===== src/rtl/sram_arbiter_65536x8.sv =====
// Two-port arbiter sharing one 65536x8 single-port synchronous SRAM.
// Port A has fixed priority; a starvation counter guarantees port B a slot.
module sram_arbiter_65536x8 #(
    parameter int B_MAX_WAIT = 3
) (
    input  logic        sram_clock,
    input  logic        reset,
    input  logic        a_req,
    input  logic        a_read_not_write,
    input  logic [15:0] a_address,
    input  logic [7:0]  a_write_data,
    output logic        a_ack,
    output logic        a_rdata_valid,
    output logic [7:0]  a_read_data,
    input  logic        b_req,
    input  logic        b_read_not_write,
    input  logic [15:0] b_address,
    input  logic [7:0]  b_write_data,
    output logic        b_ack,
    output logic        b_rdata_valid,
    output logic [7:0]  b_read_data,
    output logic        sram_select,
    output logic        sram_read_not_write,
    output logic        sram_write_enable,
    output logic [15:0] sram_address,
    output logic [7:0]  sram_write_data,
    input  logic [7:0]  sram_data_out
);

    localparam logic [3:0] MAX_WAIT = 4'(B_MAX_WAIT);

    logic [3:0] wait_count;
    logic       rd_pend_a;
    logic       rd_pend_b;
    logic       grant_a;
    logic       grant_b;

    // B wins a contested cycle only once it has been refused MAX_WAIT times.
    always_comb begin
        grant_a = 1'b0;
        grant_b = 1'b0;
        if (!reset) begin
            if (a_req && b_req) begin
                if (wait_count == MAX_WAIT)
                    grant_b = 1'b1;
                else
                    grant_a = 1'b1;
            end else if (a_req) begin
                grant_a = 1'b1;
            end else if (b_req) begin
                grant_b = 1'b1;
            end
        end
    end

    assign a_ack = grant_a;
    assign b_ack = grant_b;

    always_comb begin
        sram_select         = 1'b0;
        sram_read_not_write = 1'b1;
        sram_write_enable   = 1'b0;
        sram_address        = 16'h0000;
        sram_write_data     = 8'h00;
        if (grant_a) begin
            sram_select         = 1'b1;
            sram_read_not_write = a_read_not_write;
            sram_write_enable   = !a_read_not_write;
            sram_address        = a_address;
            sram_write_data     = a_write_data;
        end else if (grant_b) begin
            sram_select         = 1'b1;
            sram_read_not_write = b_read_not_write;
            sram_write_enable   = !b_read_not_write;
            sram_address        = b_address;
            sram_write_data     = b_write_data;
        end
    end

    // The SRAM registers its output, so read data is captured one cycle after the pend flag.
    always_ff @(posedge sram_clock) begin
        if (reset) begin
            wait_count    <= 4'd0;
            rd_pend_a     <= 1'b0;
            rd_pend_b     <= 1'b0;
            a_rdata_valid <= 1'b0;
            b_rdata_valid <= 1'b0;
            a_read_data   <= 8'h00;
            b_read_data   <= 8'h00;
        end else begin
            if (grant_b || !b_req)
                wait_count <= 4'd0;
            else if (grant_a && wait_count != MAX_WAIT)
                wait_count <= wait_count + 4'd1;
            rd_pend_a     <= grant_a && a_read_not_write;
            rd_pend_b     <= grant_b && b_read_not_write;
            a_rdata_valid <= rd_pend_a;
            b_rdata_valid <= rd_pend_b;
            if (rd_pend_a)
                a_read_data <= sram_data_out;
            if (rd_pend_b)
                b_read_data <= sram_data_out;
        end
    end

endmodule


===== config.mk =====
export PLATFORM = sky130hd
export DESIGN_NAME = sram_arbiter_65536x8
export DESIGN_NICKNAME = d
export VERILOG_FILES = /design/src/rtl/sram_arbiter_65536x8.sv
export SDC_FILE = /design/constraint.sdc
export NUM_CORES = 1
export LEC_CHECK = 0
export ABC_AREA = 1
export CAP_MARGIN = 15
export CELL_PAD_IN_SITES_DETAIL_PLACEMENT = 0
export CELL_PAD_IN_SITES_GLOBAL_PLACEMENT = 1
export CORE_MARGIN = 3
export CORE_UTILIZATION = 19
export CTS_CLUSTER_SIZE = 25
export DETAILED_ROUTE_END_ITERATION = 12
export HOLD_SLACK_MARGIN = 0.12
export PLACE_DENSITY = 0.88
export SLEW_MARGIN = 40
export SYNTH_ARGS = -nofsm -noshare
export SYNTH_HDL_FRONTEND = slang
export SYNTH_SLANG_ARGS = --single-unit

===== constraint.sdc =====
create_clock -name sram_clock -period 1.4 [get_ports sram_clock]
set_input_delay 0.28 -clock sram_clock [delete_from_list [all_inputs] [get_ports sram_clock]]
set_output_delay 0.28 -clock sram_clock [all_outputs]
set_load 0.1 [all_outputs]

# --- After elaboration in Yosys (flattened, before gate mapping) ---
# Index checks and enable logic that the tools add are counted.
# W data, S select, Z words.
classes:
  n_reduce_logical: 9
  n_eq_ne: 2
  mux: 19
  add_sub_neg: 1
op_table:
  columns: ["op", "n"]
  rows:
  - ["$mux W16", 2]
  - ["$mux W8", 2]
  - ["$mux W1", 15]
  - ["$add A4 B1 Y4 const B", 1]
  - ["$eq A4 B2 Y1 const B", 1]
  - ["$logic_and A1 B1 Y1", 4]
  - ["$ne A4 B2 Y1 const B", 1]
  - ["$logic_not A1 Y1", 3]
  - ["$reduce_or A2 Y1", 1]
  - ["$logic_or A1 B1 Y1", 1]
word_totals:
  regBits: 24
  output_inout_bits: 47
  inputBits: 62

# --- Longest topological paths before layout ---
# Gate-level depths: netlist of run 1.
logic_depth:
  depth_word: 6
  mapped_depth: 7
  ltp_nobuf: 6

# --- Worst setup path after synthesis of run 1 ---
# Ideal clock, no wire load.
synth_path:
  path_kind: "register to output"
  start: "register wait_count[0]"
  end: "output port sram_read_not_write"
  slack_ns: -1.114
  path_buffers: 0
  path_stages_with_launch: 7
  t_arrival_ns: 2.234
  cell_sequence: "dfxtp_1 -> ha_1 -> nand2_1 -> nand2_2 -> nand3_1 -> nand2_1 -> inv_1"
synth_between:
  elab_chain_cells: 6
  word_cells_on_any_way: 9
synth_rtl:
  columns: ["item", "line_no", "source"]
  rows:
  - ["from (decl)", "32", "logic [3:0] wait_count;"]
  - ["from (signal assigned)", "94", "wait_count <= wait_count + 4'd1;"]
  - ["$eq A4 B2 Y1 *", "44", "if (wait_count == MAX_WAIT)"]
  - ["$mux W1", "44", null]
  - ["$mux W1", "43", "if (a_req && b_req) begin"]
  - ["$mux W1", "42", "if (!reset) begin"]
  - ["$mux W1", "71", "end else if (grant_b) begin"]
  - ["$mux W1 *", "65", "if (grant_a) begin"]
  - ["to (decl)", "23", "output logic sram_read_not_write,"]
# Every way passes the cells marked *; elsewhere a longest branch is shown, timed or not.

# --- Worst setup path after layout of run 1 ---
# Same ends and word-level chain as after synthesis.

==> flow_summary.yaml, run 1 <==
outcome:
  status: "complete, but fails checks"
  violations: "setup timing"
global_routing:
  grt_pass1_vias: 1907
  grt_usage_pct: 15.68
  grt_max_degree: 15
  grt_pass1_wl_mm: 9.356
  grt-ovfl-total: 0
  antenna_found_initial: 0
worst_setup_path:
  cp_num_buf_inv: 2
  crit_family: "simple AND/OR/NAND/NOR gates"
  arrival_ns: 1.52
  worstSetupEndpointType: "primary output"
  cp_slowest_cell: "dfxtp_2"
  crit_path_max_fanout: 6
  slowest_delay_ns: 0.35
  crit_type: "flop to primary output"
  path_cells: "ha_4, nand2_4, nand2_8, nand3_4, nand2_8, clkinvlp_4, buf_12"
  cp_common_cell: "nand2_8"
  setup.worst_path.start_class: "flop"
  worstPathRequired_ns: 1.12
timing:
  tightest_slew_ns: 0.2865
  hold_viol: 0
  fin_ws_ns: -0.4012
  setup_violations: 29
  finalCritPeriodShare_pct: 128.7
  slew_headroom_pct: 80.78
  finalCriticalPeriod_ns: 1.801
  skew_ns: 0.007930
  max_clock_freq_mhz: 555.2
  drv_slew: 0
  rsz0062_at_grt: "true"
yosys:
  netlist_area_mm2: 0.001257
  synth_fp_nets: 259
  yosysSeqAreaShare_pct: 38.21
  synth-seq-cells: 24
  syn-instance-count: 196
  ys.warnings.count: 0
  syn_avg_cell_area_um2: 6.416
  yosysUniqueCellTypes: 16
die:
  coreArea_mm2: 0.006386
  die_w_um: 87.35
  die_y_um: 87.35
  die_area_mm2: 0.007630
  ios: 109
  core.rowCount: 29
  initial_core_util_pct: 19.69
clock_tree:
  clk_latency_ns: 0.27
  clk_pin_slew_ns: 0.08
  cts_root_buffer: "clkbuf_8"
  clock_path_buffers: 2
  cts_made_buffers: 3
  h-tree-depth: 1
  clock-sinks: 24
  ctsHoldBuffers: 0
  cts_tree: "done"
route:
  final_antenna_net_count: 0
  drtIter0Drc: 47
  drt_first_pass_iters: 4
  drc: 0
  dr_total_vias: 1825
  wl_mm: 6.083
  vias_per_cell: 4.451
  wire_per_inst_um: 14.84
power_and_ir_drop:
  power.share.combinational_pct: 52.4
  power.static_leakage_uw: 0.001682
  power_density_mw_per_mm2: 685.1
  peakVddDrop_mv: 0.6553
  p_sw_share_pct: 39.57
  clkPwrFrac_pct: 21.5
  p_int_uw: 1694
  power.switching_uw: 1109
  p_total_uw: 2803
  pwr-share-seq_pct: 26.1
layout:
  final_common_cell: "clkdlybuf4s50_1"
  fillCellCount: 475
  area_delta_synth_final_pct: 225.4
  nets: 397
  mostFrequentLayoutCells: "clkdlybuf4s50_1 (58), buf_12 (51), nor2_1 (40)"
  seq_area_um2: 484.2
  fin_cells: 410
  multi_input_area_mm2: 0.001509
  drive_gt1_share_pct: 52.85
  diodes: 0
placed_design:
  place_congestion: 0.8627
  hpwl_mm: 4.310
  dp.cells: 396
  placement.io_buffers: 108
job:
  drv_cap: 0
worst_hold_path:
  hp-class: "input port to flop"
## cells in the mapped netlist
library cell	n	area (um^2)
nor2_1	41	153.9
nor2_4	2	22.52
o21ai_0	17	85.08
nand2_2	2	12.51
clkinv_1	2	7.510
inv_2	1	3.750
a21oi_1	2	10.01
inv_1	10	37.54
o21bai_1	1	7.510
ha_1	1	12.51
buf_2	3	15.01
dfxtp_1	24	480.5
inv_4	1	6.260
nand3_1	31	155.2
nand2_1	54	202.7
buf_6	4	45.04
## flip-flops by register name (all words and copies together), names as in the netlist
register,count
wait_count,4
rd_pend_b,1
a_read_data,8
b_rdata_valid,1
a_rdata_valid,1
b_read_data,8
rd_pend_a,1
## worst min-delay path: cells and delay by family
family | cells | cell delay [ns]
buffers and inverters | 2 | 0.29
AND/OR/NAND/NOR | 1 | 0.04
## routing by layer
layer	GRT usage (%)	vias to the layer above	routed length, um
met3	2.460	4	411
met4	3.487	0	39
met1	18.26	843	2386
li1	-	906	-
met5	0	-	0
met2	29.66	72	3245
## cell families after synthesis
| logic type | count (synthesis) | synth area share [%] |
|---|---|---|
| fa+ha+maj | 1 | 0.9949 |
| buf+inv | 21 | 9.154 |
| compound gates | 20 | 8.159 |
| flops | 24 | 38.21 |
| simple gates | 130 | 43.48 |
## cell type report
cell class	count	share of cell area (%)
Timing Repair Buffer	137	45.38
Clock buffer	3	1.009
Multi-Input combinational cell	153	36.88
Sequential cell	24	11.83
Inverter	14	1.651
Tap cell	77	2.355
Clock inverter	1	0.7339
Timing Repair inverter	1	0.1529
## final timing paths
path | from | end | depth (start not counted) | slack (ns)
worst max-delay path | wait_count[0]$_SDFFE_PP0P_ | sram_read_not_write | 7 | -0.40
worst min-delay path | reset | a_rdata_valid$_SDFF_PP0_ | 3 | 0.39
worst max register to register | wait_count[0]$_SDFFE_PP0P_ | rd_pend_b$_SDFF_PP0_ | 5 | 0.30
worst min register to register | b_read_data[0]$_SDFFE_PP0P_ | b_read_data[0]$_SDFFE_PP0P_ | 2 | 0.56
## power groups by stage
stage	clock, uW	sequential (uW)	combinational [uW]
3_5_place_dp	0	747	1360
5_1_grt	643	734	1520
6_report	603	731	1470
3_3_place_gp	0	747	1350
4_1_cts	619	731	1450
2_1_floorplan	0	887	636
## repair_timing
item	in CTS	in global routing
setup buffers	3	3
pin swaps	6	1
resized for setup	54	14
endpoints found under the setup margin	29	29
cloned	5	0
## metrics by stage
step / TNS [ns] / area (um^2) / hold slack, ns / util [%] / setup slack, ns
2_1_floorplan: -3.456 / 1844 / 0.3524 / - / -0.2706
3_3_place_gp: -17.42 / 3613 / 0.5140 / 56.58 / -0.5723
3_5_place_dp: -18.64 / 3613 / 0.5305 / 56.58 / -0.5955
4_1_cts: -10.78 / 4021 / 0.4844 / 62.97 / -0.4024
5_1_grt: -12.63 / 4091 / 0.4106 / 64.07 / -0.4689
6_report: -10.67 / 4091 / 0.3870 / 64.07 / -0.4012
No activity file was read; power rests on OpenSTA's default activity.
==> run 2: changes to the inputs <==
--- a/config.mk
+++ b/config.mk
@@ -15,7 +15,7 @@
 export DETAILED_ROUTE_END_ITERATION = 12
 export HOLD_SLACK_MARGIN = 0.12
 export PLACE_DENSITY = 0.88
-export SLEW_MARGIN = 40
+export SLEW_MARGIN = 20
 export SYNTH_ARGS = -nofsm -noshare
 export SYNTH_HDL_FRONTEND = slang
 export SYNTH_SLANG_ARGS = --single-unit
==> results of run 2 <==
Same layout as run 1: the final DEF is identical, and so are final timing and power.
==> variant (flow settings as in run 1) <==
Make the reset (`reset`) asynchronous in one clocked block.
--- a/src/rtl/sram_arbiter_65536x8.sv
+++ b/src/rtl/sram_arbiter_65536x8.sv
@@ -78,7 +78,7 @@
     end
 
     // The SRAM registers its output, so read data is captured one cycle after the pend flag.
-    always_ff @(posedge sram_clock) begin
+    always_ff @(posedge sram_clock or posedge reset) begin
         if (reset) begin
             wait_count    <= 4'd0;
             rd_pend_a     <= 1'b0;
Behaviour: differs if reset is asserted again (counterexample within 4 cycles, from zero or initial values and one cycle with reset high); with reset held inactive, the same outputs for 10 cycles.
==> variant against run 1 <==
The run still ends with negative setup slack left; area after synthesis up 9.9%; final cell count down 3.4%; worst setup slack worse by 98 ps; sequential cell count unchanged; first-iteration DRC count down 51%; utilization down 6.1 points; routed wire length down 11%; clock power down 36%; register-to-register slack worse by 220 ps; design area down 2.2%; synthesized cell count down 14%; die area up 9.2%; total power up 31%; critical endpoint unchanged; highest routed layer is now met3.
==> variant: results (changes against run 1) <==
| Metric | Value |
|---|---|
| Tot GR Track Use | 0.122 (-0.0347) |
| Status | finished with violations |
| Mean Syn Cell Area | 8.17 um2 (+27%) |
| Internal reg-to-reg setup slack | 80 ps (-220 ps) |
| DR iter-0 viols | 23 (-51%) |
| Multi-input gate share of total cell area | 0.340 (-0.0289) |
| Static Leak | 1.78 nW (+6.0%) |
| Post-DP HPWL | 4260 um (-1.3%) |
| Vias in the first global route | 1683 (-12%) |
| Delay of the slowest cell on the worst path | 420 ps (+70 ps) |
| Syn_nets | 232 (-10%) |
| Fill count | 579 (+22%) |
| Area Overhead vs Synth | 190% |
| Routed vias | 1590 (-13%) |
| Share of synthesized registers carrying an async set or reset | 1.00 (+1.00) |
| Chip width | 91.3 um (+4.5%) |
| Clock Network Area Fraction | 0.0103 (-0.00711) |
| TNS Setup | -13830 ps (-3160 ps) |
| Failing checks | negative setup slack |
| Worst Hold Class | input pin to async pin |
| Multi-input gate count | 128 (-16%) |
| FF-to-FF Start | wait_count[1]$_DFFE_PP0P_ |
| Buffers, non-clock | 133 (-2.9%) |
| Arrival @ worst endpoint | 1620 ps (+100 ps) |
| Nets | 365 (-8.1%) |
| Met2 Use GR | 0.238 (-0.0587) |
| Post-route setup slack | -500 ps (-98.5 ps) |
| Top Family by Delay on Critical Path | flip-flops |
| Setup violators final | 29 (unchanged) |
| Inverters | 12 (-3) |
| Compound-cell area share of the yosys netlist | 0.00362 (-0.0780) |
| M1 wire length | 1960 um (-18%) |
variant: cell types whose count changed after synthesis, sizes merged, moves of 16 or more:
cell,before,now
nand2,56,91
nor2,43,13
nand3,31,5
dfrtp,0,24
dfxtp,24,0
mux2,0,16
o21ai,17,1
variant: repair_timing:
item | in CTS | in global routing
endpoints found under the setup margin | 29 | 29
cloned | 1 | 2
setup buffers | 2 | 0
resized for setup | 24 | 19
pin swaps | 1 | 3
variant: tightest hold or removal path: stages:
cell	delay [ps]
dlygate4sd2_1	300
inv_1	90
buf_4	300
variant: worst min path at each step:
stage                                       to  slack (ps)  cells after the start
floorplan              a_rdata_valid$_DFF_PP0_         300                      1
global route               rd_pend_a$_DFF_PP0_         330                      3
detailed placement  a_read_data[5]$_DFFE_PP0P_         570                      1
global placement    b_read_data[2]$_DFFE_PP0P_         560                      1
finish                     rd_pend_b$_DFF_PP0_         310                      3
CTS                        rd_pend_a$_DFF_PP0_         320                      3
